## config.mk

```make
export PLATFORM = sky130hd
export DESIGN_NAME = nibble_serial_adder
export DESIGN_NICKNAME = d
export VERILOG_FILES = /design/src/rtl/nsa_pkg.sv /design/src/rtl/nibble_add.sv /design/src/rtl/nibble_serial_adder.sv
export SDC_FILE = /design/constraint.sdc
export NUM_CORES = 1
export LEC_CHECK = 0
export BUFFER_PORTS_ARGS = -buffer_cell sky130_fd_sc_hd__buf_2
export CAP_MARGIN = 20
export CORE_ASPECT_RATIO = 1.4
export CORE_UTILIZATION = 53
export CTS_CLUSTER_DIAMETER = 150
export DETAILED_ROUTE_END_ITERATION = 12
export PLACE_DENSITY = 0.74
export SLEW_MARGIN = 25
export SYNTH_ARGS = -nofsm -noshare
export SYNTH_HDL_FRONTEND = slang
export SYNTH_HIERARCHICAL = 1
export SYNTH_SLANG_ARGS = --single-unit
```

## constraint.sdc

```tcl
create_clock -name clk -period 3.3 [get_ports clk]
set_input_delay 0.66 -clock clk [delete_from_list [all_inputs] [get_ports clk]]
set_output_delay 0.66 -clock clk [all_outputs]
set_load 0.02 [all_outputs]
```

## src/rtl/nsa_pkg.sv

```systemverilog
// nsa_pkg
//   Shared definitions for the nibble-serial adder: slice width and the
//   controller state type. Imported by nibble_add and nibble_serial_adder.
package nsa_pkg;

    localparam int NIBBLE_W = 4;

    typedef enum logic [1:0] {
        IDLE = 2'd0,
        RUN  = 2'd1,
        DONE = 2'd2
    } nsa_state_t;

    // Index width for a nibble counter; never narrower than one bit.
    function automatic int idx_width(input int nibbles);
        return (nibbles > 1) ? $clog2(nibbles) : 1;
    endfunction

endpackage

```

## src/rtl/nibble_add.sv

```systemverilog
// nibble_add
//   Combinational 4-bit carry adder slice: {co, s} = x + y + ci.
// Ports
//   x, y  in   NIBBLE_W  addend nibbles
//   ci    in   1         carry-in
//   s     out  NIBBLE_W  sum nibble
//   co    out  1         carry-out
module nibble_add
    import nsa_pkg::*;
(
    input  logic [NIBBLE_W-1:0] x,
    input  logic [NIBBLE_W-1:0] y,
    input  logic                ci,
    output logic [NIBBLE_W-1:0] s,
    output logic                co
);

    always_comb begin
        {co, s} = {1'b0, x} + {1'b0, y} + {{NIBBLE_W{1'b0}}, ci};
    end

endmodule

```

## src/rtl/nibble_serial_adder.sv

```systemverilog
// nibble_serial_adder
//   Wide adder that pushes two NIBBLES*4-bit operands through a single
//   nibble_add slice, least-significant nibble first, one nibble per clock,
//   rippling the carry through a register. Operands arrive and the result
//   leaves over independent valid/ready handshakes.
// Ports
//   clk        in   1  clock, all state on rising edge
//   rst        in   1  synchronous active-high reset
//   in_valid   in   1  a/b/cin valid
//   in_ready   out  1  operands can be accepted (IDLE only)
//   a, b       in   W  operands
//   cin        in   1  carry-in to nibble 0
//   out_valid  out  1  sum/cout valid (DONE only)
//   out_ready  in   1  consumer takes the result
//   sum        out  W  result
//   cout       out  1  carry-out of the top nibble
//
// state | meaning
// ------+-----------------------------------------------------------
// IDLE  | waiting for operands; last result still visible on sum/cout
// RUN   | adding nibble idx, one nibble per clock
// DONE  | result valid and held until out_ready
module nibble_serial_adder
    import nsa_pkg::*;
#(
    parameter int NIBBLES = 4
) (
    input  logic                         clk,
    input  logic                         rst,
    input  logic                         in_valid,
    output logic                         in_ready,
    input  logic [NIBBLE_W*NIBBLES-1:0]  a,
    input  logic [NIBBLE_W*NIBBLES-1:0]  b,
    input  logic                         cin,
    output logic                         out_valid,
    input  logic                         out_ready,
    output logic [NIBBLE_W*NIBBLES-1:0]  sum,
    output logic                         cout
);

    localparam int W    = NIBBLE_W * NIBBLES;
    localparam int IDXW = idx_width(NIBBLES);
    localparam logic [IDXW-1:0] IDX_LAST = IDXW'(NIBBLES - 1);

    nsa_state_t          state;
    logic [IDXW-1:0]     idx;
    logic                carry;
    logic [W-1:0]        a_q;
    logic [W-1:0]        b_q;
    logic [W-1:0]        sum_q;
    logic                cout_q;

    logic [NIBBLE_W-1:0] x_nib;
    logic [NIBBLE_W-1:0] y_nib;
    logic [NIBBLE_W-1:0] s_nib;
    logic                c_nib;

    // Slice inputs come from the latched operands, so the live a/b ports
    // are don't-care once the accept edge has passed.
    assign x_nib = a_q[idx*NIBBLE_W +: NIBBLE_W];
    assign y_nib = b_q[idx*NIBBLE_W +: NIBBLE_W];

    nibble_add u_slice (
        .x  (x_nib),
        .y  (y_nib),
        .ci (carry),
        .s  (s_nib),
        .co (c_nib)
    );

    always_ff @(posedge clk) begin
        if (rst) begin
            state  <= IDLE;
            idx    <= '0;
            carry  <= 1'b0;
            a_q    <= '0;
            b_q    <= '0;
            sum_q  <= '0;
            cout_q <= 1'b0;
        end else begin
            case (state)
                IDLE: begin
                    if (in_valid) begin
                        a_q    <= a;
                        b_q    <= b;
                        carry  <= cin;
                        idx    <= '0;
                        sum_q  <= '0;
                        cout_q <= 1'b0;
                        state  <= RUN;
                    end
                end
                RUN: begin
                    sum_q[idx*NIBBLE_W +: NIBBLE_W] <= s_nib;
                    carry <= c_nib;
                    if (idx == IDX_LAST) begin
                        cout_q <= c_nib;
                        // Park idx at 0 so it never walks past the top nibble.
                        idx    <= '0;
                        state  <= DONE;
                    end else begin
                        idx <= idx + 1'b1;
                    end
                end
                DONE: begin
                    if (out_ready) begin
                        state <= IDLE;
                    end
                end
                default: state <= IDLE;
            endcase
        end
    end

    assign in_ready  = (state == IDLE);
    assign out_valid = (state == DONE);
    assign sum       = sum_q;
    assign cout      = cout_q;

endmodule

```

# Word level (Yosys, flattened, before mapping)

Index checks and enable logic that the tools add are counted.

Register bits: 54
Bits of input ports: 37
Output and inout bits: 19
Word-level logic and storage cells: 42

$add $sub $neg: 4
Eq/ne operators: 6
Shifts and indexed selects: 4
Muxes and demuxes: 15
Reduce and logical (&&, ||, !) cells: 6

Operator list:

| cell                                                                     | number |
|---|---|
| 4-bit negation with 34-bit output                                        | 1 |
| 4-bit by 34-bit variable shift with 16-bit output (first input constant) | 1 |
| 4-bit by 34-bit indexed part select with 16-bit output                   | 1 |
| 16-bit case mux with 2 select lines                                      | 1 |
| 16-bit by 5-bit indexed part select with 4-bit output                    | 2 |
| 16-bit bitwise mux                                                       | 1 |
| 16-bit 2-to-1 mux                                                        | 1 |
| 2-bit 2-to-1 mux                                                         | 5 |
| 2-bit case mux with 3 select lines                                       | 1 |
| 3-bit AND reduction                                                      | 2 |
| 4-bit by 4-bit adder with 5-bit output                                   | 1 |
| 5-bit by 1-bit adder with 5-bit output                                   | 1 |
| 2-bit == test (second input constant)                                    | 2 |
| 2-bit != test (second input constant)                                    | 2 |
| 1-bit case mux with 2 select lines                                       | 2 |
| 2-bit case mux with 2 select lines                                       | 1 |
| 2-bit AND reduction                                                      | 2 |
| 1-bit 2-to-1 mux                                                         | 3 |
| 2-bit by 1-bit adder with 2-bit output (second input constant)           | 1 |
| 2-bit by 1-bit == test with 1-bit output (second input constant)         | 1 |
| 2-bit zero test                                                          | 1 |
| 2-bit by 1-bit != test with 1-bit output (second input constant)         | 1 |
| 2-bit nonzero test                                                       | 1 |

# Logic depth before layout (Yosys ltp)

Gate-level depths: netlist (run 1).

Word-level depth: 6
Mapped depth: 10
Depth with buffers taken out: 9

# Modules after synthesis

The synthesis (run 1) kept the hierarchy.

By module, submodules not included:

| module              | times used | cells each | area each (um2) | seq. area each (um2) |
|---|---|---|---|---|
| nibble_serial_adder | 1          | 246        | 2352.3          | 1081.0 |
| nibble_add          | 1          | 16         | 143.9           | 0.0 |

# Worst setup path after synthesis (run 1)

OpenSTA, ideal clock, no wires.

Path type: reg-to-reg
Start point: register idx[0]
End point: register sum_q[13], in the netlist sum[13]
Setup time: 0.070 ns
Arrival: 2.380 ns
Data required time: 3.230 ns
Setup slack: 0.850 ns
Cell stages (with the launch flop): 9
Path buffers: 1
Clock period less this slack: 2.450 ns
Path through: dfxtp_1 -> buf_4 -> mux4_2 -> fa_1 -> inv_1 -> fa_1 -> inv_1 -> nand3_1 -> a21oi_1

Longest elaborated chain between the ends: 6
Elaborated cells between the ends (all ways): 9
Those cells by class: 3 x add/sub; 4 x shift; 2 x mux

RTL lines:

| what                                                   | line                       | source |
|---|---|---|
| start: declaration                                     | nibble_serial_adder.sv:46  | `logic [IDXW-1:0] idx;` |
| start signal: assignment                               | nibble_serial_adder.sv:102 | `idx <= idx + 1'b1;` |
| 16-bit by 5-bit indexed part select with 4-bit output  | nibble_serial_adder.sv:61  | `assign y_nib = b_q[idx*NIBBLE_W +: NIBBLE_W];` |
| net y_nib[0]                                           | nibble_serial_adder.sv:54  | `logic [NIBBLE_W-1:0] y_nib;` |
| 4-bit by 4-bit adder with 5-bit output                 | nibble_add.sv:19           | `{co, s} = {1'b0, x} + {1'b0, y} + {{NIBBLE_W{1'b0}}, ci};` |
| 5-bit by 1-bit adder with 5-bit output                 | nibble_add.sv:19           |  |
| net s_nib[1]                                           | nibble_serial_adder.sv:55  | `logic [NIBBLE_W-1:0] s_nib;` |
| 4-bit by 34-bit indexed part select with 16-bit output | nibble_serial_adder.sv:94  | `sum_q[idx*NIBBLE_W +: NIBBLE_W] <= s_nib;` |
| 16-bit bitwise mux                                     | nibble_serial_adder.sv:94  |  |
| 16-bit case mux with 2 select lines                    | nibble_serial_adder.sv:81  | `case (state)` |
| end signal: indexed assignment                         | nibble_serial_adder.sv:94  |  |
| end: declaration                                       | nibble_serial_adder.sv:50  | `logic [W-1:0] sum_q;` |

The timed path passes the listed nets, and every way through them passes these cells.
A chain may end at the register's enable or synchronous reset.

# Final worst setup path (run 1)

Same ends and word-level chain as after synthesis.

==> results of run 1 <==
[cells in the mapped netlist, types with 5 or more instances]
master / n / share of area, %
nand2_1: 65 / 9.8
dfxtp_1: 54 / 43
a21oi_1: 39 / 7.8
a22o_1: 12 / 4.2
buf_6: 8 / 3.6
ha_1: 8 / 4.0
mux4_2: 8 / 7.2
nand3_1: 8 / 1.6
inv_1: 7 / 1.1
clkbuf_1: 6 / 0.90
nor2_1: 5 / 0.75
o21ai_0: 5 / 1.0
[worst max-delay path, stage by stage, from the launching register on]
cell	delay, ps
dfxtp_1	580
mux4_2	580
fa_1	460
inv_1	80
fa_1	400
inv_1	120
nand3_1	80
a21oi_1	180
[power groups by stage]
stage / Clock, mW / Sequential [mW] / Combinational (mW)
after floorplan: 0 / 0.712 / 0.156
after CTS: 0.460 / 0.706 / 0.194
after global placement: 0 / 0.720 / 0.189
after detailed placement: 0 / 0.721 / 0.193
final: 0.453 / 0.705 / 0.193
after global routing: 0.494 / 0.711 / 0.214
[cells by family after synthesis]
logic type	synth area share, %
DFF	43.3
buffers and inverters	6.37
AOI/OAI and AO/OA	15.2
and+or+nand+nor	19.5
adders and majority gates	5.61
muxes	9.27
xor gates and xnor gates	0.702
[flip-flops by register name, indices dropped and copies added (netlist names)]
name,cells
cout,1
a_q,16
sum,16
idx,2
state,2
carry,1
b_q,16
[path summary, 6_finish.rpt]
| check | start | endpoint | slack [ps] | depth (start not counted) |
|---|---|---|---|---|
| min | b_q[12] | b_q[12] | 460 | 2 |
| max | idx[0] | sum[13] | 750 | 7 |
| max reg2reg | idx[0] | sum[13] | 750 | 7 |
| min reg2reg | b_q[12] | b_q[12] | 460 | 2 |
[final cells by class]
type / instances / share of cell area [%]
well taps: 62 / 2.72
inverters: 7 / 0.920
clock inverters: 3 / 1.67
clock buffers: 5 / 2.41
flip-flops and latches: 54 / 37.9
repair buffers: 58 / 10.4
multi-input cells: 184 / 44.0
[per-layer routing]
layer	global-route usage [%]	vias up	part of all wire (%)
met2	40.7	44	54
met1	25.7	933	41
met5	0	-	0
met3	4.21	10	3.2
li1	-	1002	-
met4	7.82	0	1.9
==> flow_summary.toml, run 1 <==
[setup_path]
worst_ep_arrival_time_ps = 2790
worst_setup_path_start_kind = "register"
worst-path-max-fanout = 7
required_ps = 3540
critPathKind = "register to register"
endpoint_kind = "register"

[yosys]
syn-cell-area_um2 = 2500
synth-edff-count = 0
ys_types = 36
synthArstFlopShare_pct = 0
ys_seq_elements = 54
synth_flop_cell = "dfxtp_1"
avgSynthCellArea_um2 = 9.53
ys_seq_area_share_pct = 43.3
yosysWarnings = 6
mappedNetlistNets = 309
postSynthCellCount = 262

[final_layout]
multi_input_area_um2 = 1260
layout_commonest_cell = "nand2_1"
nFillCells = 409
seq_area_um2 = 1080
final_cell_mix = "65 x nand2_1, 55 x buf_2, 54 x dfxtp_1"
num_antenna_cells = 0
drive_gt1_share_pct = 28.3
final_cells = 373
areaGrowthSynthToFinish_pct = 14.4
fin_util_pct = 63.0
postLayoutCellArea_um2 = 2860
nets = 357

[detailed_routing]
drt_wl_total_um = 5070
ant_nets = 0
drc = 0
avgViaCountPerCell = 5.33
vias = 1989
dr.pass1.iters = 4
drt_iter0_markers = 93
routedWlPerCell_um = 13.6

[power]
power.net_switching_uw = 355
p_per_area_nw_per_um2 = 473
p_comb_share_pct = 14.2
ir_drop_uv = 350
power_frac_clock_pct = 33.5
sequentialPowerShare_pct = 52.2
switching_share_pct = 26.3
internal_power_uw = 996
power_mw = 1.35
leakagePower_nw = 1.18

[global_routing]
gr-total-overflow = 0
grt_pass1_wl_um = 8740
grt_max_degree = 38
first_global_vias = 1949
grt_antenna_before_repair = 0
gr-usage-all-layers_pct = 22.7

[clock_tree]
clk_pin_slew_worst_paths_ps = 100
clk_path_buf_depth = 2
cts-hold-fix-buffers = 0
numCtsBuffers = 5
h-tree-depth = 2
cts_root_buffer = "clkbuf_8"
clock_latency_ps = 310
clkSinkCount = 54
post_cts_buffers = 0
cts_tree = "built"
cts_resized = 0

[placed_design]
pre_cts_ws_ps = 742
place_area_um2 = 2740
gp_congestion = 0.813
hpwl_um = 3770
place_inst = 365
port_buffers = 55

[die]
rows = 29
start_util_pct = 55.0
dieWidth_um = 60
dieHeight_um = 83.2
ios = 56
core_um2 = 4540
die_area_um2 = 4990

[timing]
setup_tns_ps = 0
fmaxAchievable_ghz = 0.392
setup_viol = 0
finClkSkew_ps = 6.47
maxSlewViolCount = 0
min_period_ps = 2550
max_slew.worst_pin.slew_ps = 697
hold_ws_ps = 460
timing.final.ws_setup_ps = 752
period_share_pct = 77.2
hold_viol = 0
grt_setup_unrepaired = "false"
slew_headroom_pct = 53.6

[outcome]
status = "finished clean"

[run]
cap_violations = 0

[hold_path]
hp-class = "register to register"
Power figures use the tool's default switching activity.
==> run 2, diff against run 1 <==
ABC_AREA = 1   (was unset)
CORE_UTILIZATION = 54   (was 53)
PLACE_DENSITY = 0.75   (was 0.74)
clock period = 2.5 ns   (was 3.3 ns; I/O delays follow)
==> flow_summary.toml, run 2 <==
[setup_path]
reg2reg_from = "idx[0]"
r2r-end = "sum[13]"
reg2reg_depth = 11
worst-path-max-fanout = 11
worst_setup_path_start_kind = "register"
endpoint_kind = "register"
critPathKind = "register to register"
critPathLaunch = "idx[0]"
r2r_slack_ps = 130
required_ps = 2740
worst_ep_arrival_time_ps = 2600

[yosys]
synth-edff-count = 0
synthArstFlopShare_pct = 0
synth_flop_cell = "dfxtp_1"
mappedNetlistNets = 394
synth_top_area_share_pct = 42.0
ys_types = 31
syn-cell-area_um2 = 2570
avgSynthCellArea_um2 = 7.42
yosysWarnings = 6
synth_common_cells = "93 x nor2_1, 54 x dfxtp_1, 45 x o21ai_0, 29 x nand2_1, 22 x a21oi_1"
postSynthCellCount = 347
ys_seq_elements = 54
yosysTopAreaCell = "dfxtp_1"
synth_area_leaders = "dfxtp_1 42%, nor2_1 14%, o21ai_0 8.8%"
ys_seq_area_share_pct = 42.0
synth.most_common_cell = "nor2_1"

[global_routing]
grt_max_degree = 52
grt_pass1_wl_um = 9220
gr-total-overflow = 0
grt_antenna_before_repair = 0
gr-usage-all-layers_pct = 23.8
first_global_vias = 2114

[die]
dieWidth_um = 60.3
die_area_um2 = 5050
start_util_pct = 56.3
core_um2 = 4570
ios = 56
rows = 29
dieHeight_um = 83.7

[clock_tree]
clkSinkCount = 54
cts_root_buffer = "clkbuf_8"
clk_path_buf_depth = 2
cts_tree = "built"
h-tree-depth = 2
cts-hold-fix-buffers = 0
clk_pin_slew_worst_paths_ps = 90
numCtsBuffers = 5
clock_latency_ps = 300

[detailed_routing]
dr.pass1.iters = 5
drc = 0
avgViaCountPerCell = 5.13
drt_wl_total_um = 5600
routedWlPerCell_um = 12.2
drt_iter0_markers = 93
vias = 2354
ant_nets = 0

[timing]
maxSlewViolCount = 0
finClkSkew_ps = 2.93
setup_tns_ps = 0
slew_headroom_pct = 67.5
max_slew.worst_pin.slew_ps = 488
hold_viol = 0
fmaxAchievable_ghz = 0.422
period_share_pct = 94.8
min_period_ps = 2370
hold_ws_ps = 436
setup_viol = 0

[power]
p_per_area_nw_per_um2 = 618
leakagePower_nw = 1.31
power_mw = 1.83
ir_drop_uv = 483

[final_layout]
areaGrowthSynthToFinish_pct = 14.9
nFillCells = 461
drive_gt1_share_pct = 21.4
final_cell_mix = "93 x nor2_1, 55 x buf_2, 53 x dfxtp_1"
layout_commonest_cell = "nor2_1"
num_antenna_cells = 0
seq_area_um2 = 1080
multi_input_area_um2 = 1290
nets = 443

[hold_path]
hp-class = "input port to register"
min_path_cells = 3
worstHoldStart = "b[2]"
hold_end = "b_q[2]"

[placed_design]
port_buffers = 55
gp_congestion = 1.00
hpwl_um = 4130

[outcome]
status = "finished clean"

[run]
cap_violations = 0
==> run 2: cell types whose count changed after synthesis, sizes merged, moves of 3 or more <==
cell and change:
nand4 +4, nor2 +90, inv +15, nand2 -34
nand3 +16, nand2b -4, nor3 +3, o22ai +8
a22o -12, mux4 -8, nor4 -4, o21ai +45
mux2 -3, a21oi -20
==> run 2: routing by layer <==
layer	GRT usage (%)	wire [um]
met1	26.8	2320
met2	40.8	2920
met3	4.65	182
met4	11.4	179
met5	0	0
==> run 2: final cells by class <==
type | count | share of cell area (%)
clock inverters | 1 | 0.169
inverters | 22 | 2.88
well taps | 62 | 2.62
repair buffers | 62 | 11.1
flip-flops and latches | 54 | 36.6
multi-input cells | 251 | 43.7
clock buffers | 7 | 2.92
==> run 2: kinds of logic after synthesis <==
family / share of synthesized area (%)
compound gates: 16.2
simple gates: 27.4
buf+inv: 8.56
flops: 42.0
fa+ha+maj: 5.45
xor+xnor: 0.340
==> run 2: worst max path at each step <==
stage	end	slack, ps	depth (start not counted)
after global routing	sum[5]	-30	11
after floorplan	sum[5]	150	12
final	sum[13]	130	11
after detailed placement	sum[14]	190	11
after CTS	sum[14]	180	11
after global placement	sum[13]	260	11
==> run 2: worst max-delay path, cell delays in order, from the launching register on <==
cell and delay (ps):
dfxtp_1 330, buf_4 160, o21ai_0 150, o22ai_1 120, fa_1 470, inv_1 90, fa_2 430, inv_1 110
inv_1 80, nor3_2 160, nand2_1 70, a21oi_1 120
==> run 2: where the power goes <==
part | leakage, nW | internal, mW | switching (mW)
Combinational | 0.813 | 0.148 | 0.244
Clock | 0.0482 | 0.224 | 0.261
Sequential | 0.444 | 0.916 | 0.0365
Total | 1.31 | 1.29 | 0.542
==> run 2: through the flow <==
step	utilization [%]	cells	setup WS, ps	area [um^2]
4_1_cts	64.0	458	178	2930
2_1_floorplan	-	347	153	2570
6_report	64.7	459	131	2960
3_3_place_gp	62.0	450	259	2840
3_5_place_dp	62.0	450	187	2840
5_1_grt	64.7	459	-25.7	2960
==> run 2: timing repair <==
item	CTS	global route
buffers inserted	0	1
gates resized for setup	0	5
endpoints found under the setup margin	0	3
==> run 3, diff against run 2 <==
CORE_UTILIZATION = 53   (was 54)
SYNTH_HIERARCHICAL = unset   (was 1)
clock period = 2.2 ns   (was 2.5 ns; I/O delays follow)
==> flow_summary.toml, run 3 <==
[setup_path]
worst-path-max-fanout = 9
critPathLaunch = "idx[0]"
worst_setup_path_start_kind = "register"
critPathKind = "register to register"
worst_ep_arrival_time_ps = 2430
reg2reg_from = "idx[0]"
required_ps = 2450
endpoint_kind = "register"

[yosys]
yosysTopAreaCell = "dfxtp_1"
postSynthCellCount = 327
ys_seq_area_share_pct = 44.9
synth_common_cells = "90 x nor2_1, 54 x dfxtp_1, 35 x nand2_1, 34 x o21ai_1, 20 x o21ai_0"
ys_seq_elements = 54
synth_area_leaders = "dfxtp_1 45%, nor2_1 14%, o21ai_1 7.1%"
mappedNetlistNets = 373
synth-edff-count = 0
synth.most_common_cell = "nor2_1"
synth_flop_cell = "dfxtp_1"
avgSynthCellArea_um2 = 7.37
synth_top_area_share_pct = 44.9
syn-cell-area_um2 = 2410
synthArstFlopShare_pct = 0
ys_types = 25
yosysWarnings = 0

[global_routing]
gr-total-overflow = 0
grt_pass1_wl_um = 8580
first_global_vias = 2002
grt_antenna_before_repair = 0
grt_max_degree = 33
gr-usage-all-layers_pct = 24.1

[power]
power_mw = 2.15
leakagePower_nw = 1.31
p_per_area_nw_per_um2 = 727
ir_drop_uv = 508

[timing]
slew_headroom_pct = 74.2
maxSlewViolCount = 0
period_share_pct = 99.2
min_period_ps = 2180
finClkSkew_ps = 6.22
fmaxAchievable_ghz = 0.458
hold_viol = 0
setup_tns_ps = 0
max_slew.worst_pin.slew_ps = 384
setup_viol = 0
grt_setup_unrepaired = "true"

[die]
dieHeight_um = 81.8
core_um2 = 4310
ios = 56
rows = 28
die_area_um2 = 4820
start_util_pct = 55.9
dieWidth_um = 59.0

[final_layout]
nets = 435
num_antenna_cells = 0
final_cells = 450
layout_commonest_cell = "nor2_1"
areaGrowthSynthToFinish_pct = 22.7
final_cell_mix = "85 x nor2_1, 55 x buf_2, 52 x dfxtp_1"
drive_gt1_share_pct = 28.2
fin_util_pct = 68.6
nFillCells = 415

[placed_design]
hpwl_um = 4120
gp_congestion = 0.910
port_buffers = 55
place_inst = 438

[detailed_routing]
ant_nets = 0
drc = 0
avgViaCountPerCell = 5.10
drt_wl_total_um = 5550
dr.pass1.iters = 4
routedWlPerCell_um = 12.3
drt_iter0_markers = 66
vias = 2294

[clock_tree]
clkSinkCount = 54
clock_latency_ps = 310
cts-hold-fix-buffers = 0
cts_tree = "built"
clk_path_buf_depth = 2
clk_pin_slew_worst_paths_ps = 90
cts_root_buffer = "clkbuf_8"
numCtsBuffers = 5
h-tree-depth = 2

[hold_path]
worstHoldStart = "b[7]"
hp-class = "input port to register"

[run]
cap_violations = 0

[outcome]
status = "finished clean"
run 3: changes by cell type after synthesis, sizes merged, moves of 2 or more:
cell   previous run  this run
inv              22        17
nand2            31        39
nor3              4         1
o21ai            50        54
buf              13         9
a21oi            22        19
a22oi             0         2
nand4             4         2
nand3            24         7
run 3: where the power goes:
group / switching, mW / leakage [nW] / internal [mW]
Combinational: 0.308 / 0.822 / 0.216
Clock: 0.314 / 0.0395 / 0.227
Sequential: 0.0431 / 0.445 / 1.04
Total: 0.665 / 1.31 / 1.48
run 3: cell type report:
cell class	count	area (um^2)	share of cell area [%]
Multi-Input combinational cell	239	1240	41.8
Sequential cell	54	1090	36.7
Timing Repair Buffer	72	407	13.8
Clock buffer	8	80.1	2.71
Tap cell	60	75.1	2.54
Inverter	17	71.3	2.41
run 3: path summary, 6_finish.rpt:
check                  to  slack, ps  cells past startpoint
setup / recovery  sum[13]         20                      9
hold / removal     b_q[7]        360                      3
setup reg to reg  sum[13]         20                      9
hold reg to reg   sum[12]        460                      2
run 3: logic make-up after synthesis:
group                      Yosys count  share of synthesized area, %
buffers and inverters               34                          6.29
adders and majority gates            9                          5.30
DFF                                 54                          44.9
AOI/OAI and AO/OA                   85                          18.4
and+or+nand+nor                    144                          24.7
xor gates and xnor gates             1                         0.364
run 3: worst max-delay path: stages (launching register included):
cell     delay (ps)
dfxtp_4         400
inv_6            60
o21ai_2         170
o22ai_2         120
fa_2            430
fa_2            560
nand2_2          70
nor2_4          120
nand2_1          60
a21oi_1         140
run 3: routing by layer:
layer,track usage [%],vias to the layer above,wire [um]
met5,0,-,0
li1,-,1195,-
met2,44.3,49,2940
met4,12.1,0,182
met1,25.1,1035,2240
met3,5.51,15,182
run 3: per-stage QoR:
stage	setup slack [ps]	hold WS, ps	area [um^2]
6_report	17.6	355	2960
5_1_grt	-55.9	356	2960
4_1_cts	19.2	358	2880
3_5_place_dp	-0.164	448	2780
3_3_place_gp	109	446	2780
2_1_floorplan	25.3	450	2420
run 3: timing repair:
item | in CTS | in global routing
buffers inserted | 2 | 2
resized for setup | 1 | 22
pin swaps | 0 | 6
endpoints found under the setup margin | 3 | 10
